[src/rtl/parking_gate_arbiter.sv]
// Single-lane barrier arbiter: entry/exit round-robin, capacity check, commit pulses.
// Optional macro GATE_TIMEOUT_EN closes an unused open gate after TIMEOUT_CYCLES.
module parking_gate_arbiter #(
  parameter int TIMEOUT_CYCLES = 16
) (
  input  logic       clk,
  input  logic       reset,
  input  logic       entry_req,
  input  logic       entry_is_uni,
  input  logic       exit_req,
  input  logic       exit_is_uni,
  input  logic       car_passed,
  input  logic [9:0] uni_vacated_space,
  input  logic [9:0] total_vacated_space,
  output logic       barrier_open,
  output logic       car_entered,
  output logic       is_uni_car_entered,
  output logic       car_exited,
  output logic       is_uni_car_exited,
  output logic       entry_denied,
  output logic       busy
);

  localparam logic [1:0] IDLE       = 2'd0;
  localparam logic [1:0] ENTRY_OPEN = 2'd1;
  localparam logic [1:0] EXIT_OPEN  = 2'd2;
  localparam logic [1:0] COMMIT     = 2'd3;

  if (TIMEOUT_CYCLES < 1) begin : g_bad_cfg
    $error("TIMEOUT_CYCLES must be at least 1");
  end

  logic [1:0] state;
  logic       uni_q;
  logic       prio_entry;
  logic       entry_ok;
  logic       entry_live;
  logic       grant_exit;
  logic       grant_entry;
  logic       deny;
  logic       start;
  logic       is_open;
  logic       tmo_expired;

  assign entry_ok = (total_vacated_space != '0)
                 && (!entry_is_uni || (uni_vacated_space != '0));

  // A just-denied request sits out one idle cycle before re-evaluation.
  assign entry_live  = entry_req && !entry_denied;
  assign grant_exit  = exit_req && !(entry_live && entry_ok && prio_entry);
  assign grant_entry = entry_live && entry_ok && !grant_exit;
  assign deny        = entry_live && !entry_ok && !exit_req;

  assign start   = (state == IDLE) && (grant_exit || grant_entry);
  assign is_open = (state == ENTRY_OPEN) || (state == EXIT_OPEN);
  assign busy    = (state != IDLE);

`ifdef GATE_TIMEOUT_EN
  localparam int CW = $clog2(TIMEOUT_CYCLES + 1);

  logic [CW-1:0] tmo;

  always_ff @(posedge clk or posedge reset) begin
    if (reset) begin
      tmo <= '0;
    end else if (start) begin
      tmo <= CW'(TIMEOUT_CYCLES);
    end else if (is_open && (tmo != '0)) begin
      tmo <= tmo - 1'b1;
    end
  end

  // Expires on the edge that takes the counter to zero.
  assign tmo_expired = (tmo == CW'(1));
`else
  assign tmo_expired = 1'b0;
`endif

  always_ff @(posedge clk or posedge reset) begin
    if (reset) begin
      state              <= IDLE;
      barrier_open       <= 1'b0;
      uni_q              <= 1'b0;
      prio_entry         <= 1'b0;
      car_entered        <= 1'b0;
      is_uni_car_entered <= 1'b0;
      car_exited         <= 1'b0;
      is_uni_car_exited  <= 1'b0;
      entry_denied       <= 1'b0;
    end else begin
      car_entered        <= 1'b0;
      is_uni_car_entered <= 1'b0;
      car_exited         <= 1'b0;
      is_uni_car_exited  <= 1'b0;
      entry_denied       <= 1'b0;
      unique case (state)
        IDLE: begin
          if (grant_exit) begin
            state        <= EXIT_OPEN;
            barrier_open <= 1'b1;
            uni_q        <= exit_is_uni;
            prio_entry   <= 1'b1;
          end else if (grant_entry) begin
            state        <= ENTRY_OPEN;
            barrier_open <= 1'b1;
            uni_q        <= entry_is_uni;
            prio_entry   <= 1'b0;
          end else if (deny) begin
            entry_denied <= 1'b1;
          end
        end
        ENTRY_OPEN, EXIT_OPEN: begin
          if (car_passed) begin
            state              <= COMMIT;
            barrier_open       <= 1'b0;
            car_entered        <= (state == ENTRY_OPEN);
            is_uni_car_entered <= (state == ENTRY_OPEN) && uni_q;
            car_exited         <= (state == EXIT_OPEN);
            is_uni_car_exited  <= (state == EXIT_OPEN) && uni_q;
          end else if (tmo_expired) begin
            state        <= IDLE;
            barrier_open <= 1'b0;
          end
        end
        COMMIT:  state <= IDLE;
        default: state <= IDLE;
      endcase
    end
  end

endmodule

[config.mk]
export PLATFORM = sky130hd
export DESIGN_NAME = parking_gate_arbiter
export DESIGN_NICKNAME = d
export VERILOG_FILES = /design/src/rtl/parking_gate_arbiter.sv
export SDC_FILE = /design/constraint.sdc
export NUM_CORES = 1
export LEC_CHECK = 0
export BUFFER_PORTS_ARGS = -buffer_cell sky130_fd_sc_hd__buf_2
export CORE_MARGIN = 5
export CORE_UTILIZATION = 37
export DETAILED_ROUTE_END_ITERATION = 8
export PLACE_DENSITY = 0.77
export RECOVER_POWER = 50
export SYNTH_ARGS = -nofsm -noshare
export SYNTH_HDL_FRONTEND = slang
export SYNTH_SLANG_ARGS = --single-unit
[constraint.sdc]
create_clock -name clk -period 1.7 [get_ports clk]
set_clock_uncertainty 0.2 [all_clocks]
set_input_delay 0.425 -clock clk [delete_from_list [all_inputs] [get_ports clk]]
set_output_delay 0.425 -clock clk [all_outputs]
set_load 0.01 [all_outputs]
==> impl_metrics.toml <==
[status]
status = "finished clean"

[route]
drc = 0
viasPerCell = 5.20
ant_nets = 0
wirelength_um = 1560
num_vias = 639
first_iter_violations = 10
wl_per_cell_um = 12.7
dr.pass1.iters = 6

[clocking]
cts_made_buffers = 3
cts.htree.levels = 1
cts_tree = "built"
clk_pin_slew_ns = 0.08
cts-root-buf = "clkbuf_4"
clk_path_buf_depth = 2
clock_latency_ns = 0.27
clock_sinks = 10

[pwr]
clockPowerShare_pct = 16.3
internal_power_uw = 850
p_switching_uw = 495
vdd_drop_max_mv = 0.619
p_leak_uw = 0.000488
p_sw_share_pct = 36.8
p_per_area_nw_per_um2 = 1390
total_power_uw = 1350
seqPwrFrac_pct = 28.1
comb_power_share_pct = 55.6

[place]
io_buffers = 33
place_hpwl_um = 1230
place_inst = 115
place_congestion = 0.778

[timing]
rsz0062_at_grt = "yes"
max_freq_mhz = 595
fin_crit_sh_pct = 98.9
timing.slew.headroom_pct = 74.6
min_period_ns = 1.68
setup_viol = 0
tightestPinTransition_ns = 0.380
drv_slew = 0
final-hold-violation-count = 0

[run]
drv_cap = 0

[synth]
synth_ff_type = "dfrtp_1"
syn-cell-area_um2 = 591
synth-seq-cells = 10
yosys.area.top_type_share_pct = 42.4
netlist_instances = 59
synth_edf_count = 0
synth_cell_types = 27
yosys-top-cells-count = "dfrtp_1 (10), inv_1 (6), nand2_1 (5)"
syn_nets = 90
synthArstFlopShare_pct = 100
yosys_warnings = 0
synth_most_common_cell = "dfrtp_1"
yosys.area.top_type = "dfrtp_1"
yosysSeqAreaShare_pct = 42.4
synth_area_leaders = "dfrtp_1 (42%), ha_1 (8.5%), inv_1 (3.8%)"
synth_area_per_cell_um2 = 10.0

[floorplan]
start_util_pct = 39.2
die_h_um = 50.0
io_pins = 34
die_w_um = 50.0
rows = 14
core-area_um2 = 1510
die_area_um2 = 2500

[critical_path]
crit_fanout = 3
crit_buf_inv = 3
critPathLaunchType = "register"
path_class = "reg2out"
end_kind = "output pin"
worst_ep_arrival_time_ns = 1.06
cpMaxStageDelayCell = "dfrtp_1"
path_common_cell = "inv_2"
crit_required_ns = 1.07
critPathTopFamily = "flip-flops"
crit_chain = "inv_2 -> ha_4 -> inv_2 -> buf_6"
slowest_delay_ns = 0.40

[global_routing]
grt_pass1_vias = 655
grt_pass1_wl_um = 2670
grt_max_degree = 11
overflow = 0
grt_usage_pct = 13.7
antenna_found_initial = 0

[cells_and_area]
insertedDiodeCount = 0
areaGrowthSynthToFinish_pct = 63.6
layout.nets = 139
fin_cells = 123
drive_above_1_share_pct = 57.9

[hold_path]
worstHoldPathType = "in2reg"
-- metal layers --
metal	routed length (um)	vias to the layer above	part of all wire (%)	track usage [%]
met2	749	44	48	22.9
met5	0	-	0	0
met4	14	0	0.90	6.55
met1	571	278	37	15.3
li1	-	315	-	-
met3	226	2	14	4.82
-- metrics by stage --
stage                     cell area (um2)  setup WS (ns)  TNS [ns]  hold slack [ns]  utilization, %
after floorplan                       623         -0.199    -0.304           0.0652               -
after global placement                857         -0.231    -0.811            0.215            56.9
after detailed placement              857         -0.284     -1.08            0.223            56.9
after CTS                             935        0.00537         0            0.272            62.0
after global routing                  966        -0.0369   -0.0570            0.285            64.1
final                                 966         0.0192         0            0.269            64.1
-- worst paths after layout --
check / start / endpoint / slack, ns / cells past startpoint
max: state[0] / busy / 0.02 / 4
min: car_passed / car_entered / 0.27 / 2
max reg2reg: state[1] / state[0] / 0.02 / 5
min reg2reg: prio_entry / prio_entry / 0.35 / 1
max in group asynchronous: reset / is_uni_car_exited / 0.55 / 3
min in group asynchronous: reset / state[0] / 0.47 / 3
-- power by group through the flow --
stage	clock network, uW	logic, uW	registers, uW
final	219	749	378
after global routing	232	826	389
after CTS	221	709	379
after detailed placement	0	618	376
after global placement	0	593	373
after floorplan	0	384	386
-- final cells by class --
type                    count  area (um2)
multi-input cells          42         357
clock buffers               4        36.3
fillers                   133         541
inverters                   6        22.5
flip-flops and latches     10         250
repair buffers             45         280
well taps                  16        20.0
-- logic make-up after synthesis --
logic type	after synthesis	share of synthesized area [%]
AO/OA/AOI/OAI	16	19.9
adder cells (fa/ha/maj)	4	8.47
buffers and inverters	7	5.72
flip-flops	10	42.4
AND/OR/NAND/NOR	22	23.5
-- sequential cells by signal (all words and copies together), names as in the netlist --
signal / count
state: 2
barrier_open: 1
car_entered: 1
car_exited: 1
entry_denied: 1
is_uni_car_entered: 1
is_uni_car_exited: 1
prio_entry: 1
uni_q: 1
-- cells in the final DEF (no fill, tap or decap), drive strengths merged, types with 3 or more instances in the layout --
master  synthesis  layout
buf             1      44
dfrtp          10      10
inv             6       6
nand2           5       5
a21oi           4       4
ha              4       4
clkbuf          0       4
and3            4       4
nor4            3       3
-- worst reg2reg max path: stages (launching register included) --
cell and delay (ns):
dfrtp_1 0.37, inv_2 0.07, buf_4 0.13, ha_1 0.22
o21ba_2 0.24, o32a_1 0.35
-- what timing repair did --
item,in CTS,in global routing
setup endpoints to repair,2,4
hold buffers,1,0
buffers inserted,1,2
gates resized for setup,7,3
pin swaps,1,6
endpoints found under the hold margin,10,0
Note: power is estimated with default switching activity, not from simulation.
